**config.mk**
```make
export PLATFORM = sky130hd
export DESIGN_NAME = osc_noise_multi_flat
export DESIGN_NICKNAME = d
export VERILOG_FILES = /design/src/rtl/osc_noise_multi_pkg.sv /design/src/rtl/osc_noise_multi_if.sv /design/src/rtl/osc_noise_multi_lfsr_ch.sv /design/src/rtl/osc_noise_multi.sv /design/src/flat_wrapper.sv
export SDC_FILE = /design/constraint.sdc
export NUM_CORES = 1
export LEC_CHECK = 0
export CORE_ASPECT_RATIO = 1.1
export CORE_MARGIN = 4
export CORE_UTILIZATION = 49
export CTS_CLUSTER_SIZE = 14
export DETAILED_ROUTE_END_ITERATION = 8
export PLACE_DENSITY = 0.78
export SLEW_MARGIN = 20
export SYNTH_ARGS = -nofsm -noshare
export SYNTH_HDL_FRONTEND = slang
export SYNTH_SLANG_ARGS = --single-unit
export TNS_END_PERCENT = 30
```
**constraint.sdc**
```tcl
create_clock -name clk -period 4 [get_ports clk]
set_clock_uncertainty 0.1 [all_clocks]
set_input_delay 0.4 -clock clk [delete_from_list [all_inputs] [get_ports clk]]
set_output_delay 0.4 -clock clk [all_outputs]
set_load 0.03 [all_outputs]
```
**src/rtl/osc_noise_multi_pkg.sv**
```systemverilog
// Shared constants and helpers for the multi-channel LFSR noise oscillator.
// Seeds and tap masks describe Galois right-shift LFSRs: a 16-bit long mode
// (x^16+x^15+x^13+x^4+1) and a 7-bit short mode (x^7+x^6+1).
package osc_noise_pkg;

    localparam logic [15:0] LONG_SEED  = 16'hACE1;
    localparam logic [15:0] SHORT_SEED = 16'h0061;
    localparam logic [15:0] LONG_TAPS  = 16'hD008;
    localparam logic [15:0] SHORT_TAPS = 16'h0060;
    localparam logic [15:0] SHORT_MASK = 16'h007F;

    // One LFSR step in the selected mode. A mode-masked all-zero state would
    // never leave zero, so it is replaced by that mode's seed instead.
    function automatic logic [15:0] lfsr_step(input logic [15:0] state,
                                              input logic        short_mode);
        logic [15:0] masked;
        logic [15:0] taps;
        masked = short_mode ? (state & SHORT_MASK) : state;
        taps   = short_mode ? SHORT_TAPS : LONG_TAPS;
        if (masked == 16'h0000) begin
            return short_mode ? SHORT_SEED : LONG_SEED;
        end
        return (masked >> 1) ^ (state[0] ? taps : 16'h0000);
    endfunction

    // Two's-complement negate of a width-bit signed value held sign-extended
    // in 32 bits; the most negative value maps to the most positive one.
    function automatic logic signed [31:0] sat_neg(input logic signed [31:0] value,
                                                   input int unsigned        width);
        logic signed [31:0] min_v;
        min_v = $signed(32'hFFFF_FFFF << (width - 1));
        if (value == min_v) begin
            return ~min_v;
        end
        return -value;
    endfunction

endpackage

```
**src/rtl/osc_noise_multi_if.sv**
```systemverilog
// Control/sample bundle between a controller (master) and the noise block (slave).
interface osc_noise_multi_if #(
    parameter int NUM_CH   = 4,
    parameter int SAMPLE_W = 17,
    parameter int PERIOD_W = 17
);
    logic                               sample_tick;
    logic [NUM_CH-1:0]                  en;
    logic [NUM_CH-1:0]                  short_mode;
    logic [NUM_CH-1:0]                  trig;
    logic [NUM_CH-1:0][SAMPLE_W-1:0]    volume;
    logic [NUM_CH-1:0][PERIOD_W-1:0]    period;
    logic [NUM_CH-1:0][SAMPLE_W-1:0]    ch_sample;
    logic [SAMPLE_W-1:0]                mix;
    logic                               mix_valid;

    modport master (
        output sample_tick, en, short_mode, trig, volume, period,
        input  ch_sample, mix, mix_valid
    );

    modport slave (
        input  sample_tick, en, short_mode, trig, volume, period,
        output ch_sample, mix, mix_valid
    );
endinterface

```
**src/rtl/osc_noise_multi_lfsr_ch.sv**
```systemverilog
// One noise channel: period counter, 16-bit LFSR and registered signed sample.
module noise_lfsr_ch
    import osc_noise_pkg::*;
#(
    parameter int SAMPLE_W = 17,
    parameter int PERIOD_W = 17
) (
    input  logic                       clk,
    input  logic                       rst,
    input  logic                       sample_tick,
    input  logic                       en,
    input  logic                       short_mode,
    input  logic                       trig,
    input  logic signed [SAMPLE_W-1:0] volume,
    input  logic [PERIOD_W-1:0]        period,
    output logic [SAMPLE_W-1:0]        ch_sample
);

    logic [15:0]         lfsr_reg;
    logic [PERIOD_W-1:0] counter_reg;
    logic [SAMPLE_W-1:0] ch_sample_reg;

    // LFSR/counter update: reset beats reseed, reseed beats a tick step.
    // Using >= lets a period lowered mid-count take effect immediately.
    always_ff @(posedge clk) begin
        if (rst) begin
            lfsr_reg    <= LONG_SEED;
            counter_reg <= '0;
        end else if (trig) begin
            lfsr_reg    <= short_mode ? SHORT_SEED : LONG_SEED;
            counter_reg <= '0;
        end else if (sample_tick) begin
            if (counter_reg >= period) begin
                lfsr_reg    <= lfsr_step(lfsr_reg, short_mode);
                counter_reg <= '0;
            end else begin
                counter_reg <= counter_reg + PERIOD_W'(1);
            end
        end
    end

    // Output sample: LFSR bit 0 selects +volume or saturated -volume.
    always_ff @(posedge clk) begin
        if (rst) begin
            ch_sample_reg <= '0;
        end else if (!en) begin
            ch_sample_reg <= '0;
        end else if (lfsr_reg[0]) begin
            ch_sample_reg <= volume;
        end else begin
            ch_sample_reg <= SAMPLE_W'(sat_neg(32'(volume), SAMPLE_W));
        end
    end

    assign ch_sample = ch_sample_reg;

endmodule

```
**src/rtl/osc_noise_multi.sv**
```systemverilog
// Multi-channel LFSR noise oscillator: NUM_CH independent channels, a
// saturating mixer and a tick delay line that flags each new mix.
module osc_noise_multi
    import osc_noise_pkg::*;
#(
    parameter int NUM_CH   = 4,
    parameter int SAMPLE_W = 17,
    parameter int PERIOD_W = 17
) (
    input  logic           clk,
    input  logic           rst,
    osc_noise_multi_if.slave bus
);

    // Enough headroom to sum every channel without wrapping.
    localparam int SUM_W = SAMPLE_W + $clog2(NUM_CH);
    localparam logic signed [SUM_W-1:0] SUM_MAX = SUM_W'((2 ** (SAMPLE_W - 1)) - 1);
    localparam logic signed [SUM_W-1:0] SUM_MIN = ~SUM_MAX;

    logic [NUM_CH-1:0][SAMPLE_W-1:0] ch_sample_w;
    logic signed [SUM_W-1:0]         sum_next;
    logic signed [SAMPLE_W-1:0]      mix_next;
    logic signed [SAMPLE_W-1:0]      mix_reg;
    logic [2:0]                      tick_pipe_reg;

    generate
        for (genvar gi = 0; gi < NUM_CH; gi++) begin : gen_ch
            noise_lfsr_ch #(
                .SAMPLE_W (SAMPLE_W),
                .PERIOD_W (PERIOD_W)
            ) u_ch (
                .clk         (clk),
                .rst         (rst),
                .sample_tick (bus.sample_tick),
                .en          (bus.en[gi]),
                .short_mode  (bus.short_mode[gi]),
                .trig        (bus.trig[gi]),
                .volume      (bus.volume[gi]),
                .period      (bus.period[gi]),
                .ch_sample   (ch_sample_w[gi])
            );
        end
    endgenerate

    // Wide signed sum of the registered channel samples, clamped to SAMPLE_W.
    always_comb begin
        sum_next = '0;
        for (int i = 0; i < NUM_CH; i++) begin
            sum_next = sum_next + SUM_W'($signed(ch_sample_w[i]));
        end
        if (sum_next > SUM_MAX) begin
            mix_next = SAMPLE_W'(SUM_MAX);
        end else if (sum_next < SUM_MIN) begin
            mix_next = SAMPLE_W'(SUM_MIN);
        end else begin
            mix_next = SAMPLE_W'(sum_next);
        end
    end

    // Mix register, one stage after the channel samples.
    always_ff @(posedge clk) begin
        if (rst) begin
            mix_reg <= '0;
        end else begin
            mix_reg <= mix_next;
        end
    end

    // Tick delay line matching LFSR -> sample -> mix; reset drops ticks in flight.
    always_ff @(posedge clk) begin
        if (rst) begin
            tick_pipe_reg <= '0;
        end else begin
            tick_pipe_reg <= {tick_pipe_reg[1:0], bus.sample_tick};
        end
    end

    assign bus.ch_sample = ch_sample_w;
    assign bus.mix       = mix_reg;
    assign bus.mix_valid = tick_pipe_reg[2];

endmodule

```
**src/flat_wrapper.sv**
```systemverilog
// flat-port wrapper written by rule: the top's interface ports become plain ports
module osc_noise_multi_flat import osc_noise_pkg::*;
#(
    parameter int NUM_CH   = 4,
    parameter int SAMPLE_W = 17,
    parameter int PERIOD_W = 17
)
  (clk, rst, bus_sample_tick, bus_en, bus_short_mode, bus_trig, bus_volume, bus_period, bus_ch_sample, bus_mix, bus_mix_valid);
  osc_noise_multi_if #(.NUM_CH(NUM_CH), .SAMPLE_W(SAMPLE_W), .PERIOD_W(PERIOD_W)) bus_i ();
  input  logic clk;
  input  logic rst;
  input wire logic [$bits(bus_i.sample_tick)-1:0] bus_sample_tick;
  input wire logic [$bits(bus_i.en)-1:0] bus_en;
  input wire logic [$bits(bus_i.short_mode)-1:0] bus_short_mode;
  input wire logic [$bits(bus_i.trig)-1:0] bus_trig;
  input wire logic [$bits(bus_i.volume)-1:0] bus_volume;
  input wire logic [$bits(bus_i.period)-1:0] bus_period;
  output wire logic [$bits(bus_i.ch_sample)-1:0] bus_ch_sample;
  output wire logic [$bits(bus_i.mix)-1:0] bus_mix;
  output wire logic [$bits(bus_i.mix_valid)-1:0] bus_mix_valid;
  assign bus_i.sample_tick = bus_sample_tick;
  assign bus_i.en = bus_en;
  assign bus_i.short_mode = bus_short_mode;
  assign bus_i.trig = bus_trig;
  assign bus_i.volume = bus_volume;
  assign bus_i.period = bus_period;
  assign bus_ch_sample = bus_i.ch_sample;
  assign bus_mix = bus_i.mix;
  assign bus_mix_valid = bus_i.mix_valid;
  osc_noise_multi #(.NUM_CH(NUM_CH), .SAMPLE_W(SAMPLE_W), .PERIOD_W(PERIOD_W)) u_core (.clk(clk), .rst(rst), .bus(bus_i));
endmodule
```
# Yosys cells after proc, flatten, opt, wreduce, memory -nomap -nowiden
# Cells that the tools add are included.
[op_classes] reduce_logical=25 magnitude_cmp=6 bitwise=8 n_mux=90 eq_ne=4 add_sub_neg=11
[ops] op="16-bit 2-to-1 mux" n=37
[ops] op="17-bit 2-to-1 mux" n=17
[ops] op="17-bit by 1-bit adder with 17-bit output, second input constant" n=4
[ops] op="17-bit == test, second input constant" n=4
[ops] op="17-bit >= comparator" n=4
[ops] op="17-bit negator" n=4
[ops] op="16-bit logical NOT" n=4
[ops] op="15-bit by 16-bit bitwise XOR with 16-bit output" n=4
[ops] op="1-bit 2-to-1 mux" n=36
[ops] op="18-bit by 17-bit adder with 19-bit output" n=1
[ops] op="19-bit by 17-bit adder with 19-bit output" n=1
[ops] op="19-bit by 17-bit greater-than comparator with 1-bit output, second input constant" n=1
[ops] op="19-bit by 17-bit < comparator with 1-bit output, second input constant" n=1
[ops] op="17-bit by 17-bit adder with 18-bit output" n=1
[ops] op="2-bit OR reduction" n=9
[ops] op="2-bit nonzero test" n=8
[ops] op="2-bit AND reduction" n=4
[ops] op="1-bit inverter" n=4
[word_totals] register_bits=220 inputBits=151

# Logic depth before layout (Yosys ltp)
# Gate-level depths: netlist of the first run.
[depth] word_depth=11 depth_mapped=14 ltp_nobuf=13

# By module
# From an unflattened synthesis of the first run, not the netlist that was laid out.
[hier_totals] cells_unflattened=1648 area_unflattened_um2=14037.2
[by_module_without_submodules] mod="noise_lfsr_ch (u_core.gen_ch[0].u_ch ...)" area_each_um2=2870.3 seq_area_each_um2=1001.0 cells_each=337 n_inst=3
[by_module_without_submodules] mod="noise_lfsr_ch (u_core.gen_ch[1].u_ch)" area_each_um2=2845.2 seq_area_each_um2=1001.0 cells_each=348 n_inst=1
[by_module_without_submodules] mod="osc_noise_multi" area_each_um2=2581.2 seq_area_each_um2=400.4 cells_each=289 n_inst=1

# Worst setup path after synthesis of the first run
# No wires, ideal clock.
[synth_path] path_type="register to register" start="reg u_core.gen_ch[1].u_ch.ch_sample_reg[1]" end="reg u_core.mix_reg[0] (netlist: u_core.bus.mix[0])" synth_period_minus_slack_ps=4002 path_buffers=1 stages_incl_launch_ff=15 setup_time_ps=129 t_required_ps=3771 arrival_time_ps=3773 slack_ps=-2 cell_sequence="dfxtp_1 -> inv_1 -> fa_1 -> inv_1 -> fa_1 -> ha_1 -> fa_1 -> a211oi_1 -> o21ai_0 -> o211ai_1 -> a211o_1 -> a21oi_1 -> nor2_1 -> buf_2 -> o21ai_0"
[synth_between] elab_chain_len=6
[synth_lines] item="start, declared" line="osc_noise_multi_lfsr_ch.sv:21" source="logic [SAMPLE_W-1:0] ch_sample_reg;"
[synth_lines] item="start signal, assigned" line="osc_noise_multi_lfsr_ch.sv:49" source="ch_sample_reg <= volume;"
[synth_lines] item="start signal, assigned" line="osc_noise_multi_lfsr_ch.sv:51" source="ch_sample_reg <= SAMPLE_W'(sat_neg(32'(volume), SAMPLE_W));"
[synth_lines] item="17-bit by 17-bit adder with 18-bit output (*)" line="osc_noise_multi.sv:49" source="sum_next = sum_next + SUM_W'($signed(ch_sample_w[i]));"
[synth_lines] item="18-bit by 17-bit adder with 19-bit output (*)" line="osc_noise_multi.sv:49"
[synth_lines] item="19-bit by 17-bit adder with 19-bit output (*)" line="osc_noise_multi.sv:49"
[synth_lines] item="19-bit by 17-bit < comparator with 1-bit output" line="osc_noise_multi.sv:53" source="end else if (sum_next < SUM_MIN) begin"
[synth_lines] item="17-bit 2-to-1 mux" line="osc_noise_multi.sv:53"
[synth_lines] item="16-bit 2-to-1 mux (*)" line="osc_noise_multi.sv:51" source="if (sum_next > SUM_MAX) begin"
[synth_lines] item="end signal, assigned" line="osc_noise_multi.sv:65" source="mix_reg <= mix_next;"
[synth_lines] item="end, declared" line="osc_noise_multi.sv:23" source="logic signed [SAMPLE_W-1:0] mix_reg;"
# Mark *: on every way between the ends. The rest lies on a longest branch, timed or not.
# A chain may end at the register's enable or synchronous reset.

# Worst setup path after layout of the first run
[layout_path] start="reg u_core.gen_ch[1].u_ch.ch_sample_reg[6]" end="reg u_core.mix_reg[9] (netlist: u_core.bus.mix[9])"
# Same word-level chain as after synthesis.

==> results.cfg, run 1 <==
[worst_setup_path]
worstPathCellList = inv_1, fa_1, fa_1, inv_1, ha_2, o21ai_1, a2111oi_4, o21ai_1, and4b_1, a211oi_4, nor2_4, buf_12, o31ai_1
cp.depth = 13
crit_path_end_kind = flip-flop
slowest_stage = fa_1
path_buf_inv = 3
worstPathRequired_ns = 4.31
r2r_cells = 13
startpoint = u_core.gen_ch[1].u_ch.ch_sample[6]
r2r_slack_ns = 0.16
r2r-start = u_core.gen_ch[1].u_ch.ch_sample[6]
cp_top_family = adder cells
crit_end = u_core.bus.mix[9]
cp_max_fo = 16
max_stage_delay_ns = 0.56
crit_type = flip-flop to flip-flop
startpoint_type = flip-flop
crit_arrival_ns = 4.14
r2r-end = u_core.bus.mix[9]

[drt]
vias = 12300
avgViaCountPerCell = 5.50
ant_nets = 0
wl_per_cell_um = 16.7
drc = 0
drt-initial-drc-count = 707
drt-pass1-iter-count = 7
routed_wl_um = 37200

[place]
dpl_cell_area_um2 = 16000
gp_congestion = 0.977
portBuffers = 236
place_hpwl_um = 29400
dp_worst_setup_slack_ns = -0.0683

[global_route]
overflow = 0
grtUsageTotal_pct = 24.2
grt_start_max_net_pins = 29
antenna_found_initial = 6
grt_pass1_vias = 11900
grt_pass1_wl_um = 59400

[sta]
fmax_mhz = 260
hold_ws_ns = 0.212
maxSlewHeadroom_pct = 37.0
setup_viol = 0
worst_pin_slew_ns = 0.941
fin_crit_sh_pct = 96.0
fin_ws_ns = 0.160
fin_crit_ns = 3.84
final_max_slew_viol_count = 0
finalHoldViolations = 0

[clocking]
path_clk_slew_ns = 0.06
clock_path_buffers = 3
clk_latency_ns = 0.53
htreeDepth = 1
cts_buffers = 24
holdBufCountCts = 0
cts_root_buf = clkbuf_16
cts_sinks = 220
cts_tree = built

[logic_synthesis]
yosysTopAreaCell = dfxtp_1
synth_warnings = 0
synth_edf_count = 0
synthesis.nets = 1914
ys_types = 71
synth_area_um2 = 13300
ys_seq_area_share_pct = 33.1
yosys_most_used_dff = dfxtp_1
yosys-top-cells-area = dfxtp_1, ha_1, nor2_1
avgSynthCellArea_um2 = 8.15
synth_top_area_share_pct = 33.1
yosys_register_bits = 220
netlist_instances = 1634
synthArstFlopShare_pct = 0

[floorplanning]
fp.dieArea_um2 = 29900
initial_utilization_pct = 49.6
fp.dieH_um = 181
num_rows = 63
core-area_um2 = 26900
io_pins = 237
die_x_um = 165

[pwr]
p_leak_nw = 6.89
ir_drop_mv = 0.273
power.density_nw_per_um2 = 340
power.total_w = 0.00573

[finish]
syn2layout_area_growth_pct = 26.6
layout.nets = 2139
fin_area_um2 = 16900
drive_gt1_share_pct = 4.54

[job]
maxCapViolCount = 0

[min_path]
min-delay-path-class = input pin to flip-flop

[status]
status = finished clean
worst min path at each step:
stage,startpoint,endpoint,slack [ns],depth (start not counted)
after detailed placement,u_core.tick_pipe_reg[0],u_core.tick_pipe_reg[1],0.33,1
after global routing,rst,u_core.tick_pipe_reg[0],0.25,2
after floorplan,u_core.tick_pipe_reg[0],u_core.tick_pipe_reg[1],0.31,1
final,rst,u_core.tick_pipe_reg[0],0.21,2
after global placement,u_core.tick_pipe_reg[0],u_core.tick_pipe_reg[1],0.32,1
after CTS,rst,u_core.tick_pipe_reg[0],0.21,2
metrics by stage:
| stage | setup TNS [ns] | util [%] | cells |
|---|---|---|---|
| 2_1_floorplan | 0 | - | 1634 |
| 3_3_place_gp | 0 | 59.7 | 2189 |
| 3_5_place_dp | -0.126 | 59.7 | 2189 |
| 4_1_cts | 0 | 62.6 | 2230 |
| 5_1_grt | -0.00556 | 62.7 | 2232 |
| 6_report | 0 | 62.7 | 2232 |
what timing repair did:
item | CTS | global route
resized for setup | 1 | 9
endpoints found under the setup margin | 7 | 16
pin swaps | 0 | 2
setup buffers | 0 | 1
power by group:
| part | switching (W) | total, W | internal, W |
|---|---|---|---|
| clock | 0.000885 | 0.00219 | 0.00131 |
| combinational | 0.000664 | 0.00119 | 0.000525 |
| sequential | 0.0000588 | 0.00236 | 0.00230 |
| total | 0.00161 | 0.00573 | 0.00413 |
cell families after synthesis:
group	synth area share, %
fa+ha+maj	14.1
buf+inv	7.18
flops	33.1
xor+xnor	7.76
mux	1.37
compound gates	16.0
simple gates	20.5
worst register-to-register path, cell delays in order, from the launching register on:
cell	delay (ns)
dfxtp_1	0.33
inv_1	0.06
fa_1	0.53
fa_1	0.56
inv_1	0.06
ha_2	0.37
o21ai_1	0.13
a2111oi_4	0.41
o21ai_1	0.14
and4b_1	0.24
a211oi_4	0.30
nor2_4	0.06
buf_12	0.15
o31ai_1	0.29
cell usage after synthesis, types with 4 or more instances:
cell type / number
nor2b_1: 7
a21o_1: 16
a21oi_1: 135
nor3_1: 61
buf_1: 5
o21ai_1: 5
dfxtp_1: 220
buf_2: 5
nor2_1: 200
nand2b_1: 17
clkbuf_1: 44
or4_1: 6
nor4_1: 14
a311oi_1: 14
o211ai_1: 7
a211o_1: 11
nand3b_1: 18
or3_1: 10
mux2i_1: 16
or2_2: 7
o31ai_1: 25
a31oi_1: 21
fa_1: 35
o311ai_0: 9
nor3b_1: 6
a41oi_1: 4
and3b_1: 5
o21a_1: 10
nand2_1: 98
and3_1: 11
inv_1: 190
ha_1: 94
nand4_1: 42
xor2_1: 54
a211oi_1: 8
xnor2_1: 64
nand3_1: 44
o21ai_0: 50
placed cells by master (no fill, tap or decap), types with 6 or more instances in the layout:
master	n
or4_1	6
clkdlybuf4s50_1	235
o21ai_0	48
nand3b_1	18
nor4_1	14
nor3_1	61
nand2_1	98
or3_1	10
clkbuf_16	24
xor2_1	54
inv_1	190
fa_1	34
a21o_1	16
o211ai_1	7
a211o_1	11
and3_1	11
o311ai_0	9
buf_4	18
o21a_1	10
nand3_1	44
o31ai_1	25
mux2i_1	16
clkbuf_1	7
or2_2	7
ha_1	93
nor3b_1	6
a21oi_1	134
a31oi_1	21
a211oi_1	7
nand4_1	42
o21ai_1	6
dfxtp_1	220
nor2b_1	6
nor2_1	199
nand2b_1	17
a311oi_1	14
xnor2_1	64
routing by layer:
metal  share of wire (%)  wire length (um)  GRT usage, %  vias to the layer above
met4                 3.8              1420          8.95                       10
met1                  40             15000          30.3                     5714
met2                  49             18100          41.1                      394
met3                 7.1              2660          4.54                       78
li1                    -                 -             -                     6085
met5                0.17                62             0                        -
cell type report:
cell class	instances	area [um2]
Clock inverter	6	91.3
Antenna cell	1	2.50
Fill cell	2351	10000
Sequential cell	220	4400
Timing Repair Buffer	255	2510
Inverter	194	728
Tap cell	357	447
Multi-Input combinational cell	1164	8000
Clock buffer	35	682
Power figures use the tool's default switching activity.
==> run 2: changes to the inputs <==
- PLACE_DENSITY: 0.78 -> 0.77
- SYNTH_HIERARCHICAL: default -> 1
==> results.cfg, run 2 <==
[pwr]
power.density_nw_per_um2 = 341
switching_share_pct = 27.4
seq_power_share_pct = 39.0
switchingPower_w = 0.00165
ir_drop_mv = 0.403
p_leak_nw = 7.29
pwr-share-comb_pct = 19.8
clkPwrFrac_pct = 41.3
p_int_w = 0.00438

[floorplanning]
fp.dieH_um = 186
fp.dieArea_um2 = 31400
initial_utilization_pct = 50.1
io_pins = 237
num_rows = 64
core-area_um2 = 28000
die_x_um = 169

[logic_synthesis]
synth.most_common_cell = dfxtp_1
synth_warnings = 6
synthesis.nets = 1928
synthArstFlopShare_pct = 0
synth_top_area_share_pct = 31.4
ys_seq_area_share_pct = 31.4
yosys-top-cells-area = dfxtp_1, ha_1, inv_1
synth_edf_count = 0
netlist_top_cells_count = dfxtp_1, inv_1, nor2_1
yosys_register_bits = 220
ys_types = 84
netlist_instances = 1648
avgSynthCellArea_um2 = 8.52
yosysTopAreaCell = dfxtp_1
synth_area_um2 = 14000
yosys_most_used_dff = dfxtp_1

[place]
dp_worst_setup_slack_ns = -0.0347
gp_congestion = 0.884
place_hpwl_um = 29800
portBuffers = 236

[finish]
drive_gt1_share_pct = 7.15
layout_common_cells = clkdlybuf4s50_1, dfxtp_1, inv_1, nor2_1, ha_1
seqCellArea_um2 = 4400
fill_cells = 2350
multi_input_area_um2 = 8630
layout.nets = 2149
mostFrequentLayoutCell = clkdlybuf4s50_1
syn2layout_area_growth_pct = 25.9

[worst_setup_path]
worstPathCellList = inv_1, fa_1, inv_1, fa_1, ha_2, fa_2, a211oi_2, o21ai_2, o221ai_4, a31oi_1, a311oi_2, buf_4, buf_4, o211ai_4, buf_12, o21ai_1
r2r_cells = 16
slowest_stage = fa_1
startpoint_type = flip-flop
worstPathRequired_ns = 4.33
r2r-end = u_core/bus.mix[1]
crit_path_end_kind = flip-flop
r2r_slack_ns = 0.11
max_stage_delay_ns = 0.55
r2r-start = u_core/gen_ch[0].u_ch/ch_sample[1]
cp_max_fo = 15
crit_arrival_ns = 4.22
crit_type = flip-flop to flip-flop

[min_path]
min-delay-path-class = flip-flop to flip-flop
min-delay-start = u_core/tick_pipe_reg[1]
hold_end = u_core/tick_pipe_reg[2]
holdPathStages = 1

[clocking]
cts_tree = built
clk_latency_ns = 0.52
cts_sinks = 220
path_clk_slew_ns = 0.06
cts_buffers = 25
htreeDepth = 1
cts_root_buf = clkbuf_16
clock_path_buffers = 3

[sta]
fin_crit_ns = 3.89
final_max_slew_viol_count = 0
fin_crit_sh_pct = 97.2
setup_viol = 0
worst_pin_slew_ns = 1.14
fin_ws_ns = 0.111
maxSlewHeadroom_pct = 24.0
fmax_mhz = 257
setup_tns_ns = 0
finalHoldViolations = 0

[drt]
drt-pass1-iter-count = 5
drt-initial-drc-count = 812
ant_nets = 0
wl_per_cell_um = 17.0
avgViaCountPerCell = 5.59
vias = 12600
drc = 0
routed_wl_um = 38400

[global_route]
grt_pass1_wl_um = 60100
antenna_found_initial = 12
grtUsageTotal_pct = 23.2
overflow = 0
grt_start_max_net_pins = 33
grt_pass1_vias = 12100

[status]
status = finished clean

[job]
maxCapViolCount = 0
run 2: final cells by class:
| class | count | area share, % |
|---|---|---|
| clock buffer | 30 | 3.93 |
| sequential | 220 | 24.9 |
| antenna | 3 | 0.0425 |
| inverter | 199 | 4.23 |
| tap | 363 | 2.57 |
| timing repair buffer | 255 | 14.3 |
| multi-input combinational | 1168 | 48.8 |
| clock inverter | 16 | 1.22 |
run 2: how the worst max path moves through the flow:
stage	from	slack, ns	cells after the start	to
after floorplan	u_core/gen_ch[0].u_ch/ch_sample[1]	0.05	14	u_core/bus.mix[10]
after global placement	u_core/gen_ch[0].u_ch/ch_sample[1]	0.03	12	u_core/bus.mix[12]
after detailed placement	u_core/gen_ch[0].u_ch/ch_sample[1]	-0.03	12	u_core/bus.mix[5]
after CTS	u_core/gen_ch[0].u_ch/ch_sample[1]	0.007	14	u_core/bus.mix[5]
after global routing	u_core/gen_ch[0].u_ch/ch_sample[1]	-0.06	16	u_core/bus.mix[8]
final	u_core/gen_ch[0].u_ch/ch_sample[1]	0.11	16	u_core/bus.mix[1]
run 2: worst max-delay path: cells and delay by family (launching register included):
family	cells	cell delay, ns
compound gates	7	1.12
fa+ha+maj	4	1.62
buf+inv	5	0.61
flops	1	0.34
run 2: through the flow:
step	hold WS [ns]	area (um2)	utilization (%)	cells	power, W
6_report	0.343	17700	63.1	2254	0.00603
5_1_grt	0.362	17700	63.1	2254	0.00630
4_1_cts	0.339	17600	62.8	2247	0.00606
3_5_place_dp	0.337	16700	59.5	2200	0.00355
3_3_place_gp	0.335	16700	59.5	2200	0.00353
2_1_floorplan	0.314	14000	-	1648	0.00308
run 2: layer usage:
layer / GRT usage [%] / up-vias / part of all wire, %
li1: - / 6222 / -
met1: 28.1 / 5873 / 41
met2: 40.3 / 396 / 48
met3: 5.16 / 97 / 6.9
met4: 8.89 / 18 / 4.3
met5: 0 / - / 0.32
run 2: power by group through the flow:
stage	Sequential, W	Combinational (W)	Clock [W]
2_1_floorplan	0.00254	0.000532	0
3_3_place_gp	0.00240	0.00113	0
3_5_place_dp	0.00240	0.00115	0
4_1_cts	0.00235	0.00117	0.00254
5_1_grt	0.00236	0.00129	0.00264
6_report	0.00235	0.00119	0.00249
run 2: cells by family after synthesis:
family	after synthesis	synth area share, %
DFF	220	31.4
and+or+nand+nor	513	19.2
adders and majority gates	129	13.4
xor gates and xnor gates	95	6.03
muxes	62	4.47
buffers and inverters	261	7.44
AOI/OAI and AO/OA	368	18.1
run 2: what timing repair did:
action                                  in CTS  in global routing
setup buffers                                1                  2
endpoints found under the setup margin      16                 16
gates resized for setup                      2                  3
cloned                                       0                  1
hold buffers                                 0                  0
pin swaps                                    1                  3
